## src/rtl/seqdemux_if.sv

```systemverilog
// Sample bus for seqdemux: four signed CV/audio inputs and four registered outputs.
interface seqdemux_if #(
    parameter int W = 16
);
    logic signed [W-1:0] sample_in0;
    logic signed [W-1:0] sample_in1;
    logic signed [W-1:0] sample_in2;
    logic signed [W-1:0] sample_in3;
    logic signed [W-1:0] sample_out0;
    logic signed [W-1:0] sample_out1;
    logic signed [W-1:0] sample_out2;
    logic signed [W-1:0] sample_out3;

    modport master (
        output sample_in0, sample_in1, sample_in2, sample_in3,
        input  sample_out0, sample_out1, sample_out2, sample_out3
    );

    modport slave (
        input  sample_in0, sample_in1, sample_in2, sample_in3,
        output sample_out0, sample_out1, sample_out2, sample_out3
    );
endinterface

```

## src/rtl/seqdemux.sv

```systemverilog
// Sequential demultiplexer: a clock CV steps sample_in1 across outputs 1..3.
// Optional macro SEQDEMUX_ZERO_UNSELECTED_EN zeroes non-selected outputs instead of holding.
module seqdemux #(
    parameter int W         = 16,
    parameter int FP_OFFSET = 2
) (
    input logic        sample_clk,
    input logic        rst,
    seqdemux_if.slave  bus
);
    localparam logic signed [W-1:0] HI_TH   = W'(32'sd2000 <<< FP_OFFSET);
    localparam logic signed [W-1:0] LO_TH   = W'(32'sd500 <<< FP_OFFSET);
    localparam logic signed [W-1:0] GATE_HI = W'(32'sd5000 <<< FP_OFFSET);
    localparam logic signed [W-1:0] ZERO    = {W{1'b0}};

    typedef enum logic [1:0] {
        SEL_OUT1 = 2'd0,
        SEL_OUT2 = 2'd1,
        SEL_OUT3 = 2'd2,
        SEL_BAD  = 2'd3
    } sel_t;

    sel_t                sel_r;
    sel_t                sel_next_s;
    sel_t                step_s;
    logic                clk_st_r;
    logic                trig_st_r;
    logic                clk_st_next_s;
    logic                trig_st_next_s;
    logic                clk_edge_s;
    logic                trig_edge_s;
    logic                reverse_s;
    logic signed [W-1:0] out0_r;
    logic signed [W-1:0] out1_r;
    logic signed [W-1:0] out2_r;
    logic signed [W-1:0] out3_r;

    function automatic logic schmitt_next(input logic state, input logic signed [W-1:0] x);
        if (!state) begin
            return (x > HI_TH);
        end else begin
            return !(x < LO_TH);
        end
    endfunction

    // Schmitt triggers, edge detection and next routing selection
    always_comb begin
        clk_st_next_s  = schmitt_next(clk_st_r, bus.sample_in0);
        trig_st_next_s = schmitt_next(trig_st_r, bus.sample_in2);
        clk_edge_s     = clk_st_next_s & ~clk_st_r;
        trig_edge_s    = trig_st_next_s & ~trig_st_r;
        reverse_s      = (bus.sample_in3 > HI_TH);

        case (sel_r)
            SEL_OUT1: step_s = reverse_s ? SEL_OUT3 : SEL_OUT2;
            SEL_OUT2: step_s = reverse_s ? SEL_OUT1 : SEL_OUT3;
            SEL_OUT3: step_s = reverse_s ? SEL_OUT2 : SEL_OUT1;
            default:  step_s = SEL_OUT1;
        endcase

        // the reset trigger outranks a coincident step
        if (sel_r == SEL_BAD) begin
            sel_next_s = SEL_OUT1;
        end else if (trig_edge_s) begin
            sel_next_s = SEL_OUT1;
        end else if (clk_edge_s) begin
            sel_next_s = step_s;
        end else begin
            sel_next_s = sel_r;
        end
    end

    // State and output registers; outputs are written using the pre-update selection
    always_ff @(posedge sample_clk) begin
        if (rst) begin
            sel_r     <= SEL_OUT1;
            clk_st_r  <= 1'b0;
            trig_st_r <= 1'b0;
            out0_r    <= ZERO;
            out1_r    <= ZERO;
            out2_r    <= ZERO;
            out3_r    <= ZERO;
        end else begin
            sel_r     <= sel_next_s;
            clk_st_r  <= clk_st_next_s;
            trig_st_r <= trig_st_next_s;
            out0_r    <= clk_st_next_s ? GATE_HI : ZERO;
`ifdef SEQDEMUX_ZERO_UNSELECTED_EN
            out1_r    <= (sel_r == SEL_OUT1) ? bus.sample_in1 : ZERO;
            out2_r    <= (sel_r == SEL_OUT2) ? bus.sample_in1 : ZERO;
            out3_r    <= (sel_r == SEL_OUT3) ? bus.sample_in1 : ZERO;
`else
            if (sel_r == SEL_OUT1) begin
                out1_r <= bus.sample_in1;
            end else begin
                out1_r <= out1_r;
            end
            if (sel_r == SEL_OUT2) begin
                out2_r <= bus.sample_in1;
            end else begin
                out2_r <= out2_r;
            end
            if (sel_r == SEL_OUT3) begin
                out3_r <= bus.sample_in1;
            end else begin
                out3_r <= out3_r;
            end
`endif
        end
    end

    assign bus.sample_out0 = out0_r;
    assign bus.sample_out1 = out1_r;
    assign bus.sample_out2 = out2_r;
    assign bus.sample_out3 = out3_r;
endmodule

```

## src/flat_wrapper.sv

```systemverilog
// flat-port wrapper written by rule: the top's interface ports become plain ports
module seqdemux_flat 
#(
    parameter int W         = 16,
    parameter int FP_OFFSET = 2
)
  (sample_clk, rst, bus_sample_in0, bus_sample_in1, bus_sample_in2, bus_sample_in3, bus_sample_out0, bus_sample_out1, bus_sample_out2, bus_sample_out3);
  seqdemux_if #(.W(W)) bus_i ();
  input logic sample_clk;
  input logic rst;
  input wire logic [$bits(bus_i.sample_in0)-1:0] bus_sample_in0;
  input wire logic [$bits(bus_i.sample_in1)-1:0] bus_sample_in1;
  input wire logic [$bits(bus_i.sample_in2)-1:0] bus_sample_in2;
  input wire logic [$bits(bus_i.sample_in3)-1:0] bus_sample_in3;
  output wire logic [$bits(bus_i.sample_out0)-1:0] bus_sample_out0;
  output wire logic [$bits(bus_i.sample_out1)-1:0] bus_sample_out1;
  output wire logic [$bits(bus_i.sample_out2)-1:0] bus_sample_out2;
  output wire logic [$bits(bus_i.sample_out3)-1:0] bus_sample_out3;
  assign bus_i.sample_in0 = bus_sample_in0;
  assign bus_i.sample_in1 = bus_sample_in1;
  assign bus_i.sample_in2 = bus_sample_in2;
  assign bus_i.sample_in3 = bus_sample_in3;
  assign bus_sample_out0 = bus_i.sample_out0;
  assign bus_sample_out1 = bus_i.sample_out1;
  assign bus_sample_out2 = bus_i.sample_out2;
  assign bus_sample_out3 = bus_i.sample_out3;
  seqdemux #(.W(W), .FP_OFFSET(FP_OFFSET)) u_core (.sample_clk(sample_clk), .rst(rst), .bus(bus_i));
endmodule
```

## config.mk

```make
export PLATFORM = sky130hd
export DESIGN_NAME = seqdemux_flat
export DESIGN_NICKNAME = d
export VERILOG_FILES = /design/src/rtl/seqdemux_if.sv /design/src/rtl/seqdemux.sv /design/src/flat_wrapper.sv
export SDC_FILE = /design/constraint.sdc
export NUM_CORES = 1
export LEC_CHECK = 0
export ABC_AREA = 1
export ABC_CLOCK_PERIOD_IN_PS = 1500
export CAP_MARGIN = 20
export CELL_PAD_IN_SITES_DETAIL_PLACEMENT = 0
export CELL_PAD_IN_SITES_GLOBAL_PLACEMENT = 1
export CORE_UTILIZATION = 26
export CTS_CLUSTER_DIAMETER = 200
export DETAILED_ROUTE_END_ITERATION = 6
export PLACE_DENSITY_LB_ADDON = 0.1
export SETUP_SLACK_MARGIN = 0.02
export SLEW_MARGIN = 10
export SYNTH_ARGS = -nofsm -noshare
export SYNTH_HDL_FRONTEND = slang
export SYNTH_SLANG_ARGS = --single-unit
export TNS_END_PERCENT = 100
```

## constraint.sdc

```tcl
create_clock -name sample_clk -period 1.5 [get_ports sample_clk]
set_input_delay 0.45 -clock sample_clk [delete_from_list [all_inputs] [get_ports sample_clk]]
set_output_delay 0.45 -clock sample_clk [all_outputs]
set_load 0.05 [all_outputs]
```

# [Yosys cells after proc, flatten, opt, wreduce, memory -nomap -nowiden]
# Index checks and enable logic that the tools add are counted.
[classes] bitwise=4 muxes=7 n_lt_le_gt_ge=5 n_reduce_logical=4 n_eq_ne=3
[op_table] op="$gt 16x14->1 const B" count=3
[op_table] op="$lt 16x12->1 const B" count=2
[op_table] op="$mux 15" count=1
[op_table] op="$pmux 2 s3" count=1
[op_table] op="$eq 2x2->1 const B" count=2
[op_table] op="$mux 2" count=2
[op_table] op="$mux 1" count=3
[op_table] op="$reduce_or 3->1" count=1
[op_table] op="$and 1x1->1" count=2
[op_table] op="$eq 2x1->1 const B" count=1
[op_table] op="$logic_not 1->1" count=2
[op_table] op="$logic_not 2->1" count=1
[op_table] op="$not 1->1" count=2
[word_totals] ff_bits=68 in_bits=66

# [Depth between registers and ports, before layout]
[depth] word_depth=5 depth_mapped=9

# [Worst setup path before layout]
# Ideal clock, no wire load.
[synth_timing] path_kind="input -> register" from="input port bus_sample_in3[7]" to="register u_core.sel_r[0]" path_stages=7 arrival_time_ns=1.151 path_slack_ns=0.236 path_buffers=0 path_cell_list="or2_2 -> nand3b_1 -> nand2_1 -> nand3_1 -> nand2_1 -> nand3_2 -> a21oi_2"
[synth_between] elab_chain_cells=3 elab_cells_between_ends=4 classes_between="1 x order compare; 3 x mux"
[synth_rtl] element="start: declaration" line="flat_wrapper.sv:14" text="input wire logic [$bits(bus_i.sample_in3)-1:0] bus_sample_in3;"
[synth_rtl] element="$gt 16x14->1 *" line="seqdemux.sv:52" text="reverse_s = (bus.sample_in3 > HI_TH);"
[synth_rtl] element="$mux 1 / $mux 2 (equally long branches)" line="seqdemux.sv:57, seqdemux.sv:55"
[synth_rtl] element="$pmux 2 s3 *" line="seqdemux.sv:54" text="case (sel_r)"
[synth_rtl] element="end signal: assignment" line="seqdemux.sv:84" text="sel_r <= sel_next_s;"
[synth_rtl] element="end: declaration" line="seqdemux.sv:23" text="sel_t sel_r;"
# Every way passes the cells marked *; elsewhere a longest branch is shown, timed or not.
# A chain may end at the register's enable or synchronous reset.

==> results_dict.tcl <==
set metrics [dict create \
    status "completed" \
    place_area_um2 4180 \
    dieArea_um2 9470 \
    min_from "rst" \
    gp_congestion 0.721 \
    clkTransAtPathRegs_ns 0.10 \
    chipWidth_um 97.3 \
    num-fill-cells 857 \
    vias 2413 \
    rsz0062_at_grt "no" \
    cts.hold.buffers_added 0 \
    rows 34 \
    start_util_pct 27.0 \
    yosysSeqAreaShare_pct 44.1 \
    cts.sinks 52 \
    cts_buffers 5 \
    crit_path_max_fanout 7 \
    synth_cell_types 26 \
    nets 517 \
    ir_worst_vdd_mv 0.440 \
    grt_use_met3_pct 4.17 \
    ys_ff_latch 52 \
    drt-initial-drc-count 89 \
    first_pass_iters 4 \
    final_cell_mix "115 x nand2_1, 55 x buf_12, 52 x dfxtp_1" \
    hold_viol_final 0 \
    worstReg2RegEnd "u_core.bus.sample_out1[14]$_SDFFE_PP0P_" \
    worst_r2r_path_depth 6 \
    use_met2_pct 26.2 \
    r2r-start "u_core.sel_r[0]$_SDFFE_PP0P_" \
    post-cts-setup-buffers 0 \
    grt_pass1_wl_um 11500 \
    clk-insertion-delay-late_ns 0.31 \
    dp_hpwl_um 5270 \
    use_met1_pct 18.1 \
    period_share_pct 95.8 \
    die_h_um 97.3 \
    r2r_slack_ns 0.22 \
    power_density_nw_per_um2 795 \
    min_period_ns 1.44 \
    required_ns 1.05 \
    syn-instance-count 330 \
    cts_root_buf "clkbuf_8" \
    skew_ns 0.0124 \
    clockBufferDepth 2 \
    hold_path.class "in -> reg" \
    grt_max_degree 34 \
    antenna_found_initial 0 \
    drc 0 \
    wl_per_cell_um 12.6 \
    port_buffers 118 \
    yosysWarnings 0 \
    drt-total-wl_um 7050 \
    cts_tree "built" \
    hold_depth 2 \
    first_global_vias 2386 \
    ant_nets 0 \
    avgSynthCellArea_um2 7.16 \
    final.setup.worst_slack_ns 0.0630 \
    core_um2 8760 \
    final_area_um2 4350 \
    cts.htree.levels 2 \
    io_pins 130 \
    drive_above_1_share_pct 22.1 \
    grt_usage_pct 15.1 \
    area.growth.synth_to_final_pct 84.0 \
    cp-end-kind "primary output" \
    critPathKind "reg -> out" \
    dp_worst_setup_slack_ns -0.273 \
    final_common_cell "nand2_1" \
    finalMaxSlewViolations 0 \
    setup_viol 0 \
    maxCapViolations 0 \
    fmax_mhz 696 \
    leakagePower_nw 1.86 \
    arrival_ns 0.99 \
    grt-busiest-layer "met2" \
    diodes 0 \
    holdPathEnd "u_core.trig_st_r$_SDFF_PP0_" \
    critPathLaunchType "register" \
    grt_overflow 0 \
    synth_area_um2 2360 \
    avgViaCountPerCell 4.31 \
]
[cell usage after synthesis, drive strengths merged]
| master | n | area share [%] |
|---|---|---|
| nand3b | 3 | 0.95 |
| and3b | 1 | 0.37 |
| a21oi | 53 | 11 |
| or2 | 3 | 0.79 |
| buf | 23 | 7.6 |
| dfxtp | 52 | 44 |
| inv | 18 | 3.0 |
| conb | 1 | 0.16 |
| nor2 | 27 | 5.4 |
| nor3 | 1 | 0.21 |
| nand4 | 5 | 1.6 |
| o31ai | 2 | 0.64 |
| clkbuf | 6 | 0.95 |
| nand3 | 13 | 3.0 |
| nor4 | 2 | 0.53 |
| nand2 | 120 | 19 |
[layer usage]
metal	vias up	wire length (µm)	share of wire, %
met3	4	455	6.5
li1	1274	-	-
met4	0	60	0.85
met1	1065	3150	45
met5	-	0	0
met2	70	3380	48
[registers in the layout, indices dropped and copies added (netlist names)]
name	cells
u_core.sel_r	2
u_core.bus.sample_out2	16
u_core.bus.sample_out1	16
u_core.bus.sample_out3	16
u_core.trig_st_r	1
u_core.bus.sample_out0	1
[power breakdown]
group	leakage [nW]	internal (W)	switching, W
Clock	0.0456	0.000334	0.000480
Sequential	0.425	0.00145	0.0000743
Combinational	1.39	0.000529	0.000588
[cell families (layout without fill, tap and decap cells)]
| group | after synthesis | in the layout | share of synthesized area (%) |
|---|---|---|---|
| and+or+nand+nor | 175 | 175 | 32.2 |
| AOI/OAI and AO/OA | 55 | 55 | 12.0 |
| DFF | 52 | 52 | 44.1 |
| buffers and inverters | 47 | 159 | 11.5 |
| other | 1 | 11 | 0.159 |
[through the flow]
stage / power (W) / TNS [ns] / util, % / cells / hold WS, ns
final: 0.00346 / 0 / 49.6 / 560 / 0.380
after global routing: 0.00361 / 0 / 49.6 / 560 / 0.396
after CTS: 0.00350 / 0 / 48.7 / 560 / 0.378
after detailed placement: 0.00268 / -0.894 / 47.7 / 552 / 0.486
after global placement: 0.00268 / -0.851 / 47.7 / 552 / 0.472
after floorplan: 0.00209 / 0 / - / 340 / 0.461
[cell type report]
class / count / area (µm²) / share of cell area, %
Clock buffer: 6 / 72.6 / 1.67
Clock inverter: 2 / 13.8 / 0.317
Inverter: 18 / 70.1 / 1.61
Multi-Input combinational cell: 241 / 1120 / 25.7
Sequential cell: 52 / 1040 / 24.0
Tap cell: 108 / 135 / 3.11
Timing Repair Buffer: 133 / 1900 / 43.6
[worst max path at each step]
| stage | start | to | slack, ns | cells past startpoint |
|---|---|---|---|---|
| 3_5_place_dp | bus_sample_in3[7] | u_core.sel_r[1]$_SDFFE_PP0P_ | -0.27 | 8 |
| 5_1_grt | bus_sample_in2[10] | u_core.sel_r[1]$_SDFFE_PP0P_ | 0.02 | 8 |
| 3_3_place_gp | bus_sample_in3[7] | u_core.sel_r[1]$_SDFFE_PP0P_ | -0.25 | 8 |
| 2_1_floorplan | bus_sample_in3[7] | u_core.sel_r[0]$_SDFFE_PP0P_ | 0.24 | 7 |
| 4_1_cts | bus_sample_in3[7] | u_core.sel_r[1]$_SDFFE_PP0P_ | 0.04 | 8 |
| 6_report | u_core.bus.sample_out0[11]$_SDFF_PP0_ | bus_sample_out0[5] | 0.06 | 2 |
[critical path, cell delays in order, from the launching register on]
cell	delay, ns
dfxtp_1	0.36
buf_6	0.18
buf_12	0.15
[repair_timing]
action,CTS,global route
pin swaps,0,16
setup endpoints to repair,5,3
resized for setup,1,29
Power figures use the tool's default switching activity.
